<file path="src/rtl/fetch_queue.sv">
// fetch_queue: instruction prefetch queue.
// Issues one word-aligned read per cycle while there is room for the response.
// Responses land in a DEPTH-entry circular buffer of {instr, pc}.
// A redirect flushes the buffer, drops any response still in flight and
// restarts fetching at the new target.
module fetch_queue #(
  parameter int          DEPTH    = 4,
  parameter logic [31:0] RESET_PC = 32'h0000_0000
) (
  input  logic        clk,
  input  logic        rst_n,
  input  logic        redirect,
  input  logic [31:0] redirect_pc,
  output logic        imem_req,
  output logic [31:0] imem_addr,
  input  logic [31:0] imem_rdata,
  output logic        out_valid,
  input  logic        out_ready,
  output logic [31:0] out_instr,
  output logic [31:0] out_pc,
  output logic [31:0] out_pc_plus4,
  output logic        misalign
);

  localparam int              AW       = (DEPTH > 1) ? $clog2(DEPTH) : 1;
  localparam int              CW       = $clog2(DEPTH + 1);
  localparam logic [CW:0]     LP_DEPTH = (CW + 1)'(DEPTH);

  // Control state
  logic [31:0]   r_fetch_pc;
  logic [CW-1:0] r_count;
  logic          r_inflight;
  logic          r_misalign;
  logic [AW-1:0] r_head;
  logic [AW-1:0] r_tail;

  // Data state (no reset needed: qualified by r_count / r_inflight)
  logic [31:0]   r_req_pc;
  logic [31:0]   r_mem_instr [DEPTH];
  logic [31:0]   r_mem_pc    [DEPTH];

  // Registered head view so the outputs come straight from flops
  logic [31:0]   r_out_instr;
  logic [31:0]   r_out_pc;
  logic [31:0]   r_out_pc4;

  logic [CW:0]   w_occupancy;
  logic          w_push;
  logic          w_pop;
  logic [AW-1:0] w_head_nxt;
  logic [CW-1:0] w_count_nxt;
  logic [CW-1:0] w_count_after_pop;
  logic [31:0]   w_head_instr_nxt;
  logic [31:0]   w_head_pc_nxt;

  // Issue gating: count the inflight slot so every response has a free entry
  assign w_occupancy = {1'b0, r_count} + {{CW{1'b0}}, r_inflight};
  assign imem_req    = rst_n & ~redirect & (w_occupancy < LP_DEPTH);
  assign imem_addr   = r_fetch_pc;

  // Redirect overrides both push and pop
  assign w_push      = r_inflight & ~redirect;
  assign w_pop       = (r_count != '0) & out_ready & ~redirect;
  assign w_head_nxt  = w_pop ? r_head + 1'b1 : r_head;

  assign w_count_after_pop = w_pop ? r_count - 1'b1 : r_count;

  assign out_valid    = (r_count != '0);
  assign out_instr    = r_out_instr;
  assign out_pc       = r_out_pc;
  assign out_pc_plus4 = r_out_pc4;
  assign misalign     = r_misalign;

  // Occupancy update for the non-redirect case
  always_comb begin
    w_count_nxt = r_count;
    if (w_push && !w_pop) begin
      w_count_nxt = r_count + 1'b1;
    end else if (!w_push && w_pop) begin
      w_count_nxt = r_count - 1'b1;
    end
  end

  // Next head entry: bypass the incoming word when it lands in an empty queue
  always_comb begin
    w_head_instr_nxt = r_mem_instr[w_head_nxt];
    w_head_pc_nxt    = r_mem_pc[w_head_nxt];
    if (w_push && (w_count_after_pop == '0)) begin
      w_head_instr_nxt = imem_rdata;
      w_head_pc_nxt    = r_req_pc;
    end
  end

  // Fetch pointer, occupancy, inflight tracking and sticky misalign flag
  always_ff @(posedge clk or negedge rst_n) begin
    if (!rst_n) begin
      r_fetch_pc <= RESET_PC;
      r_count    <= '0;
      r_inflight <= 1'b0;
      r_misalign <= 1'b0;
      r_head     <= '0;
      r_tail     <= '0;
    end else if (redirect) begin
      r_fetch_pc <= {redirect_pc[31:2], 2'b00};
      r_count    <= '0;
      r_inflight <= 1'b0;
      r_tail     <= r_head;
      if (redirect_pc[1:0] != 2'b00) begin
        r_misalign <= 1'b1;
      end
    end else begin
      r_inflight <= imem_req;
      r_count    <= w_count_nxt;
      r_head     <= w_head_nxt;
      if (imem_req) begin
        r_fetch_pc <= r_fetch_pc + 32'd4;
      end
      if (w_push) begin
        r_tail <= r_tail + 1'b1;
      end
    end
  end

  // Remember the request address and store arriving responses at the tail
  always_ff @(posedge clk) begin
    if (imem_req) begin
      r_req_pc <= r_fetch_pc;
    end
    if (w_push) begin
      r_mem_instr[r_tail] <= imem_rdata;
      r_mem_pc[r_tail]    <= r_req_pc;
    end
  end

  // Head output registers, cleared while in reset
  always_ff @(posedge clk or negedge rst_n) begin
    if (!rst_n) begin
      r_out_instr <= '0;
      r_out_pc    <= '0;
      r_out_pc4   <= '0;
    end else begin
      r_out_instr <= w_head_instr_nxt;
      r_out_pc    <= w_head_pc_nxt;
      r_out_pc4   <= w_head_pc_nxt + 32'd4;
    end
  end

endmodule

</file>
<file path="config.mk">
export PLATFORM = sky130hd
export DESIGN_NAME = fetch_queue
export DESIGN_NICKNAME = d
export VERILOG_FILES = /design/src/rtl/fetch_queue.sv
export SDC_FILE = /design/constraint.sdc
export NUM_CORES = 1
export LEC_CHECK = 0
export ABC_AREA = 1
export CORE_ASPECT_RATIO = 1.5
export CORE_MARGIN = 4
export CORE_UTILIZATION = 45
export DETAILED_ROUTE_END_ITERATION = 6
export GPL_TIMING_DRIVEN = 1
export PLACE_DENSITY = 0.66
export SLEW_MARGIN = 20
export SYNTH_ARGS = -nofsm -noshare
export SYNTH_HDL_FRONTEND = slang
export SYNTH_SLANG_ARGS = --single-unit
</file>
<file path="constraint.sdc">
create_clock -name clk -period 5.7 [get_ports clk]
set_input_delay 0.57 -clock clk [delete_from_list [all_inputs] [get_ports clk]]
set_output_delay 0.57 -clock clk [all_outputs]
set_load 0.005 [all_outputs]
</file>
==> impl_metrics.csv, run 1 <==
group,metric,value,unit
setup_path,end_kind,"flip-flop",
synth,synth.most_common_cell,"nand2_1",
drt,drtPass1Iterations,5,
timing,hold_viol_final,0,
floorplan,initial_core_util,0.4555,
synth,synth_top_area_frac,0.4981,
floorplan,io_pins,199,
timing,relSlewSlack,0.3389,
power_and_ir_drop,finalPower,10.24,mW
global_route,gr-total-overflow,0,
setup_path,cp.required,6.13,ns
setup_path,path_class,"flip-flop to flip-flop",
timing,slew_violations,0,
finish,syn2layout_area_growth,21.83,%
drt,wl_per_cell,18.45,um
cts,cts.sinks,409,
synth,ys_top_cells_by_area,"edfxtp_1 50%, dfrtp_1 20%, nand2_1 6.7%",
cts,tritoncts,"built",
floorplan,die-area,0.04046,mm2
synth,synth_ff_type,"edfxtp_1",
cts,cts.htree.levels,2,
synth,seq_area_frac_synth,0.6936,
setup_path,cp_common_cell,"nand2_1",
job,drv_cap,0,
finish,post-route-util,0.5549,
timing,tightestPinTransition,0.9917,ns
timing,fin_crit,3.574,ns
global_route,antenna_found_initial,1,
cts,path_clk_slew,0.06,ns
floorplan,die_w,165.6,um
cts,cts_buffers,39,
drt,wl,39730,um
finish,drive_above_1_share,0.07854,
cts,clock-root-buffer,"clkbuf_16",
synth,synth_edf_count,278,
timing,fin_crit_sh,0.6271,
timing,rsz0062_at_grt,"false",
synth,yosysTopAreaCell,"edfxtp_1",
synth,postSynthCellCount,1452,
drt,post-route-drc-count,0,
drt,drt-initial-drc-count,731,
timing,fmax,0.2798,GHz
cts,clk_path_buf_depth,3,
setup_path,crit_path_start_kind,"flip-flop",
timing,setup_viol,0,
synth,yosysWarningCount,0,
setup_path,crit_chain,"inv_1 > ha_1 > nand2_4 > nand2_4 > nand2_4 > nand2_4 > buf_4 > nand2_1 > nand3_1 > nand3_1 > nand2_1 > nand2_1 > nor2_1 > nand2_1 > nor2_1 > nand2_1 > nand2_1 > nand2_1",
floorplan,rows,86,
global_route,grt_pass1_vias,11257,
place,gp_congestion,0.8956,
timing,tns,0,ns
place,hpwl,25270,um
power_and_ir_drop,vdd_drop_max,0.2312,mV
synth,syn-cell-area,0.01676,mm2
synth,synth.avg_cell_area,11.54,um2
run_status,status,"finished, final reports clean",
global_route,grt_pass1_wl,62180,um
place,port_buffers,192,
floorplan,fp.coreArea,0.03680,mm2
synth,synth_cell_type_count,39,
finish,final_nets,1716,
cts,postCtsSetupBuffers,0,
global_route,grt_max_degree,87,
power_and_ir_drop,leakage,7.766,nW
setup_path,rrSetupSlack,2.13,ns
worst_hold_path,hold_class,"input pin to asynchronous set/reset pin",
drt,avgViaCountPerCell,5.289,
drt,ant_nets,0,
global_route,grt_usage,0.1965,
timing,fin_worst_skew,0.01840,ns
cts,ctsResizeCount,0,
timing,worst_hold_slack,0.4320,ns
power_and_ir_drop,powerDensity,501.5,mW/mm2
synth,synth_common_cells,"298 x nand2_1, 278 x edfxtp_1, 169 x nand3_1",
floorplan,die_h,244.4,um
cts,clkLatencyLatePin,0.55,ns
drt,vias,11387,
setup_path,crit_fanout,86,
setup_path,cp.arrival,4.00,ns
synth,ys_ff_latch,409,
synth,async_flop_share,0.3203,
setup_path,crit_slowest_cell,"buf_4",
setup_path,cpPeakStageDelay,0.78,ns
==> placed cells by master, fill, tap and decap left out, types with 35 or more instances in the layout <==
master / count
o21ai_0: 71
inv_1: 60
dfrtp_1: 131
xor2_1: 35
edfxtp_1: 278
clkbuf_16: 41
nor2_1: 155
clkdlybuf4s50_1: 191
nand2_1: 297
nand3_1: 169
==> state kept, by name, summed over array words and instances (netlist names) <==
register,count
r_mem_instr,128
r_mem_pc,120
out_instr,32
imem_addr,30
out_pc,30
out_pc_plus4,30
r_req_pc,30
r_count,3
r_head,2
r_tail,2
misalign,1
r_inflight,1
==> where the power goes <==
group / switching [mW] / internal [mW]
Clock: 1.09 / 1.46
Sequential: 0.312 / 3.78
Combinational: 2.14 / 1.46
==> worst max-delay path, delay by kind of cell, from the launching register on <==
kind | cells | cell delay (ns)
buffers and inverters | 2 | 0.97
DFF | 1 | 0.38
and+or+nand+nor | 15 | 1.83
adders and majority gates | 1 | 0.24
==> per-layer routing <==
layer | part of all wire | up-vias | global-route usage
li1 | - | 5362 | -
met1 | 0.40 | 5560 | 0.2553
met2 | 0.51 | 402 | 0.3403
met3 | 0.057 | 63 | 0.02715
met4 | 0.026 | 0 | 0.06215
met5 | 0 | - | 0
==> final cells by class <==
class,count,area [um2]
flip-flops and latches,409,11630
clock buffers,55,1149
multi-input cells,912,4572
inverters,65,249.0
repair buffers,212,2088
clock inverters,15,128.9
fillers,3138,16380
diodes,1,2.502
well taps,484,605.6
==> per-stage QoR <==
step	instance area, um2	worst slack [ns]	instances
finish	20420	2.126	2153
global route	20420	1.727	2153
global placement	19130	1.763	2081
detailed placement	19130	1.684	2081
CTS	20420	2.145	2152
floorplan	16780	1.450	1457
==> worst paths after layout <==
check                                       start                          to  depth (start not counted)
setup / recovery           r_count[0]$_DFFE_PN0P_  out_pc_plus4[27]$_DFF_PN0_                         18
hold / removal                              rst_n     out_instr[20]$_DFF_PN0_                          2
setup reg to reg           r_count[0]$_DFFE_PN0P_  out_pc_plus4[27]$_DFF_PN0_                         18
hold reg to reg              misalign$_DFFE_PN0P_        misalign$_DFFE_PN0P_                          1
max in group asynchronous                   rst_n  out_pc_plus4[16]$_DFF_PN0_                          3
min in group clk             misalign$_DFFE_PN0P_        misalign$_DFFE_PN0P_                          1
==> timing repair <==
action / CTS / global route
endpoints found under the hold margin: 16 / 0
hold buffers: 1 / 0
endpoints found under the setup margin: 0 / 0
==> kinds of logic (layout without fill, tap and decap cells) <==
| group | count (synthesis) | count (layout) | synth area share |
|---|---|---|---|
| and+or+nand+nor | 692 | 692 | 0.1801 |
| DFF | 409 | 409 | 0.6936 |
| AOI/OAI and AO/OA | 163 | 163 | 0.06024 |
| buffers and inverters | 136 | 347 | 0.03717 |
| xor gates and xnor gates | 42 | 42 | 0.02195 |
| adders and majority gates | 9 | 9 | 0.006719 |
| other | 1 | 7 | 0.0002237 |
(Power assumes the default switching activity.)
==> run 2: changes to the inputs <==
- PLACE_DENSITY: 0.66 -> 0.68
- clock period: 5.7 -> 3.07 ns (I/O delays scaled with it)
==> run 2 against run 1 <==
Against the previous run: sequential power increased by 85%; worst setup slack got worse by 1.8 ns; register-to-register slack got worse by 1.8 ns; via count increased by 1.9%; core utilization increased by 1.4 points; sequential cell count unchanged; highest routed layer unchanged; routed wire length decreased by 0.55%; critical endpoint is now out_pc_plus4[28]$_DFF_PN0_; non-clock buffer count increased by 48; clock power increased by 90%; power increased by 93%; global-route usage decreased by 0.22 points; first-iteration DRC count increased by 2.5%.
==> impl_metrics.csv, run 2 (synthesized netlist as in run 1, its figures left out) <==
group,metric,value,unit
global_route,grt_pass1_vias,11598,
place,gp_congestion,0.9124,
timing,slew_violations,0,
setup_path,cp.required,3.49,ns
global_route,antenna_found_initial,0,
drt,wl_met1,15910,um
timing,tightestPinTransition,0.7692,ns
cts,postCtsSetupBuffers,0,
drt,post-route-drc-count,0,
power_and_ir_drop,leakage,8.055,nW
floorplan,fp.coreArea,0.03680,mm2
setup_path,crit_family,"simple AND/OR/NAND/NOR gates",
job,drv_cap,0,
drt,drt-initial-drc-count,749,
timing,relSlewSlack,0.4872,
cts,cts_buffers,38,
cts,clkLatencyLatePin,0.55,ns
finish,syn2layout_area_growth,24.94,%
drt,wl,39520,um
finish,final_common_cell,"nand2_1",
timing,fin_crit,2.764,ns
timing,setup_viol,0,
place,hpwl,25870,um
global_route,gr-total-overflow,0,
floorplan,io_pins,199,
setup_path,crit_fanout,30,
setup_path,end_kind,"flip-flop",
timing,fin_crit_sh,0.9002,
run_status,status,"finished, final reports clean",
finish,regMostFlops,"r_mem_instr",
setup_path,cpPeakStageDelay,0.38,ns
global_route,grt_usage,0.1943,
cts,tritoncts,"built",
cts,clk_path_buf_depth,3,
finish,final_nets,1763,
place,port_buffers,192,
drt,wl_per_cell,17.96,um
global_route,grt_max_degree,68,
drt,met3_length,2413,um
finish,largest_reg_flops,128,
drt,drtPass1Iterations,5,
setup_path,crit_path_start_kind,"flip-flop",
setup_path,crit_chain,"inv_1 > ha_1 > nand2_4 > nand2_4 > nand2_4 > nand2_4 > buf_12 > nand2_1 > nand3_1 > nand2_1 > nand2_1 > nand2_1 > inv_1 > ha_1 > nand3_2 > inv_2 > nand2_1 > nor2_2 > nand2_1 > nand2_1 > nand2_1",
global_route,grt_pass1_wl,62130,um
timing,worst_hold_slack,0.3176,ns
cts,path_clk_slew,0.06,ns
setup_path,cp_common_cell,"nand2_1",
cts,cts.sinks,409,
cts,cts.htree.levels,2,
floorplan,die_h,244.4,um
finish,post-route-util,0.5691,
drt,avgViaCountPerCell,5.273,
drt,routed.top_layer,"met4",
timing,hold_viol_final,0,
finish,diodes,0,
cts,clock-root-buffer,"clkbuf_16",
timing,fmax,0.3619,GHz
drt,vias,11600,
power_and_ir_drop,vdd_drop_max,0.4542,mV
floorplan,die-area,0.04046,mm2
worst_hold_path,hold_class,"input pin to asynchronous set/reset pin",
floorplan,rows,86,
setup_path,crit_buf_inv,4,
setup_path,crit_slowest_cell,"dfrtp_1",
setup_path,cp.arrival,3.19,ns
timing,rsz0062_at_grt,"false",
floorplan,die_w,165.6,um
floorplan,initial_core_util,0.4555,
drt,met2_length,20200,um
finish,layout_common_cells,"297 x nand2_1, 278 x edfxtp_1, 191 x clkdlybuf4s50_1",
setup_path,path_class,"flip-flop to flip-flop",
power_and_ir_drop,powerDensity,944.1,mW/mm2
timing,fin_worst_skew,0.02386,ns
finish,drive_above_1_share,0.1066,
drt,ant_nets,0,
-- run 2: per-stage QoR --
step | power (mW) | setup WS [ns] | setup TNS (ns) | instance area [um2] | std cells
after global routing | 20.95 | 0.04526 | 0 | 20940 | 2200
after global placement | 14.91 | 0.1189 | 0 | 19620 | 2129
after detailed placement | 15.08 | 0.07333 | 0 | 19620 | 2129
final | 19.77 | 0.3065 | 0 | 20940 | 2200
after floorplan | 11.36 | -0.9170 | -227.42 | 16780 | 1457
after CTS | 19.95 | 0.2015 | 0 | 20930 | 2200
-- run 2: repair_timing --
action / 4_1_cts / 5_1_grt
endpoints found under the setup margin: 0 / 7
resized for setup: 0 / 4
hold endpoints to repair: 19 / 0
hold buffers: 1 / 0
-- run 2: layout make-up --
class                      instances  area [um2]
clock inverter                    20       224.0
timing repair buffer             260        2577
inverter                          65       249.0
fill                            3042       15860
tap                              484       605.6
clock buffer                      50        1077
sequential                       409       11630
multi-input combinational        912        4582
-- run 2: path summary, 6_finish.rpt --
check	startpoint	endpoint	slack [ns]	cells after the start
max in group asynchronous	rst_n	out_pc[7]$_DFF_PN0_	1.66	4
setup reg to reg	r_count[1]$_DFFE_PN0P_	out_pc_plus4[28]$_DFF_PN0_	0.31	21
hold / removal	rst_n	out_instr[23]$_DFF_PN0_	0.32	3
min in group clk	redirect_pc[14]	imem_addr[14]$_DFFE_PN0N_	0.34	3
setup / recovery	r_count[1]$_DFFE_PN0P_	out_pc_plus4[28]$_DFF_PN0_	0.31	21
hold reg to reg	misalign$_DFFE_PN0P_	misalign$_DFFE_PN0P_	0.48	1
-- run 2: report_power, final --
group	switching (mW)	total [mW]	internal, mW
clock network	2.01	4.85	2.84
registers	0.563	7.58	7.01
logic	4.07	7.34	3.27
-- run 2: worst min-delay path: cells and delay by family --
kind     cells  cell delay [ns]
buf+inv      3             0.93
-- run 2: routing by layer --
metal  global-route usage  up-vias
li1                     -     5469
met1               0.2501     5602
met2               0.3380      463
met3              0.02546       66
met4              0.06531        0
met5                    0        -
==> run 3: changes to the inputs <==
==> constraint.sdc (replaced) <==
create_clock -name clk -period 2.2 [get_ports clk]
set_input_delay 0.44 -clock clk [delete_from_list [all_inputs] [get_ports clk]]
set_output_delay 0.44 -clock clk [all_outputs]
set_load 0.005 [all_outputs]
==> run 3 against run 2 <==
Against the previous run: clock-buffer cell count is 3 higher; via count is 9.0% higher; die area stayed put; first-iteration DRC count is 39% higher; the flow now finishes with violations (setup timing); global-route usage is 1.8 points higher; power is 63% higher.
==> impl_metrics.csv, run 3 (synthesized netlist as in run 1, its figures left out) <==
group,metric,value,unit
timing,rsz0062_at_grt,"true",
drt,wl,46670,um
cts,cts.htree.levels,2,
floorplan,die_h,244.4,um
timing,setup_viol,29,
finish,final_nets,1899,
finish,diodes,0,
setup_path,crit_fanout,6,
run_status,violations,"setup timing",
global_route,gr-total-overflow,0,
cts,path_clk_slew,0.06,ns
timing,fin_crit,2.582,ns
finish,drive_above_1_share,0.2615,
floorplan,io_pins,199,
timing,tightestPinTransition,0.7813,ns
floorplan,die-area,0.04046,mm2
cts,clock-root-buffer,"clkbuf_16",
cts,clkLatencyLatePin,0.55,ns
finish,largest_reg_flops,128,
run_status,status,"complete, but fails checks",
setup_path,cp_common_cell,"nand2_1",
floorplan,fp.coreArea,0.03680,mm2
timing,timing.final.ws_setup,-0.3818,ns
cts,cts_buffers,39,
global_route,grt_usage,0.2122,
finish,num-fill-cells,2712,
finish,regMostFlops,"r_mem_instr",
place,post-place-ws,-0.7507,ns
finish,seq_area,0.01163,mm2
power_and_ir_drop,vdd_drop_max,0.7586,mV
drt,vias,12641,
finish,final_common_cell,"edfxtp_1",
cts,hold_buffers,0,
place,dp_cells,2209,
cts,tritoncts,"built",
global_route,antenna_found_initial,0,
finish,multi_input_area,0.005622,mm2
timing,hold_viol_final,0,
setup_path,crit_slowest_cell,"dfrtp_1",
setup_path,crit_chain,"inv_2 > ha_4 > nand2_8 > nand3_4 > buf_8 > buf_12 > buf_4 > buf_6 > nand3_1 > nand3_1 > nand3_2 > nand2_2 > nand2_1 > nor2_1 > nand2_1 > nor2_2 > nand2_1 > nand2_1 > nand2_1",
timing,tns,-7.426,ns
place,post_dp_cell_area,0.02045,mm2
setup_path,path_class,"flip-flop to flip-flop",
place,hpwl,28210,um
setup_path,crit_family,"simple AND/OR/NAND/NOR gates",
setup_path,end_kind,"flip-flop",
place,port_buffers,192,
power_and_ir_drop,leakage,9.182,nW
drt,drtPass1Iterations,5,
setup_path,crit_buf_inv,5,
setup_path,cpPeakStageDelay,0.39,ns
timing,fmax,0.3873,GHz
drt,post-route-drc-count,0,
cts,clk_path_buf_depth,3,
setup_path,cp.required,2.64,ns
global_route,grt_max_degree,132,
finish,layout_common_cells,"278 x edfxtp_1, 238 x nand2_1, 188 x clkdlybuf4s50_1",
job,drv_cap,0,
finish,syn2layout_area_growth,39.91,%
global_route,grt_pass1_vias,12512,
timing,fin_worst_skew,0.01805,ns
setup_path,cp.arrival,3.02,ns
drt,avgViaCountPerCell,5.414,
finish,fin_cells,2335,
drt,drt-initial-drc-count,1040,
floorplan,initial_core_util,0.4555,
drt,wl_per_cell,19.99,um
cts,cts.sinks,409,
floorplan,die_w,165.6,um
place,gp_congestion,0.9022,
timing,fin_crit_sh,1.174,
global_route,grt_pass1_wl,67410,um
timing,relSlewSlack,0.4791,
power_and_ir_drop,powerDensity,1378,mW/mm2
worst_hold_path,hold_class,"input pin to asynchronous set/reset pin",
finish,final_area,0.02345,mm2
drt,ant_nets,0,
floorplan,rows,86,
timing,slew_violations,0,
power_and_ir_drop,finalPower,32.31,mW
setup_path,crit_path_start_kind,"flip-flop",
==> run 3: changes by cell type in the layout (fill, tap and decap cells not counted), moves of 8 or more <==
cell | previous run | this run
buf_12 | 11 | 31
buf_4 | 55 | 141
buf_6 | 2 | 18
clkbuf_16 | 39 | 47
nand2_1 | 297 | 238
nand2_2 | 17 | 39
nand2_4 | 5 | 36
nand3_1 | 169 | 124
nand3_2 | 1 | 42
nor2_1 | 155 | 114
nor2_2 | 11 | 22
nor2_4 | 7 | 37
o21ai_0 | 71 | 57
o21ai_1 | 0 | 14
==> run 3: routing by layer <==
metal  part of all wire  GRT usage  vias to the layer above  routed length (um)
li1                   -          -                     5742                   -
met1               0.37     0.2652                     6262               17480
met2               0.53     0.3755                      530               24580
met3              0.063    0.02647                      107                2921
met4              0.036    0.07745                        0                1681
met5                  0          0                        -                   0
==> run 3: report_power, final <==
group	leakage, nW	switching, mW	internal, mW
Sequential	4.05	0.760	9.79
Combinational	4.55	8.07	7.30
Clock	0.582	2.80	3.60
==> run 3: through the flow <==
| step | hold slack [ns] | utilization |
|---|---|---|
| 6_report | 0.04756 | 0.6372 |
| 5_1_grt | 0.1064 | 0.6372 |
| 4_1_cts | 0.07811 | 0.6091 |
| 3_5_place_dp | 0.4619 | 0.5557 |
| 3_3_place_gp | 0.4609 | 0.5557 |
| 2_1_floorplan | 0.1444 | - |
==> run 3: what timing repair did <==
item	CTS	global route
gates resized for setup	123	182
pin swaps	52	97
setup buffers	23	23
cloned	4	11
endpoints found under the setup margin	65	86
==> run 3: path summary, 6_finish.rpt <==
path | startpoint | to | slack (ns) | depth (start not counted)
min | rst_n | out_instr[20]$_DFF_PN0_ | 0.05 | 2
min reg2reg | misalign$_DFFE_PN0P_ | misalign$_DFFE_PN0P_ | 0.47 | 1
max in group asynchronous | rst_n | out_pc[18]$_DFF_PN0_ | 1.57 | 2
max reg2reg | r_count[1]$_DFFE_PN0P_ | out_pc_plus4[28]$_DFF_PN0_ | -0.38 | 19
min in group clk | rst_n | r_inflight$_DFF_PN0_ | 0.30 | 3
max | r_count[1]$_DFFE_PN0P_ | out_pc_plus4[28]$_DFF_PN0_ | -0.38 | 19
==> run 3: area by class of cell <==
class                   instances  share of cell area
inverters                      65             0.01179
well taps                     484             0.02582
clock buffers                  53             0.04471
repair buffers                394              0.1754
flip-flops and latches        409              0.4958
multi-input cells             912              0.2397
repair inverters                1           0.0003735
clock inverters                17            0.006349
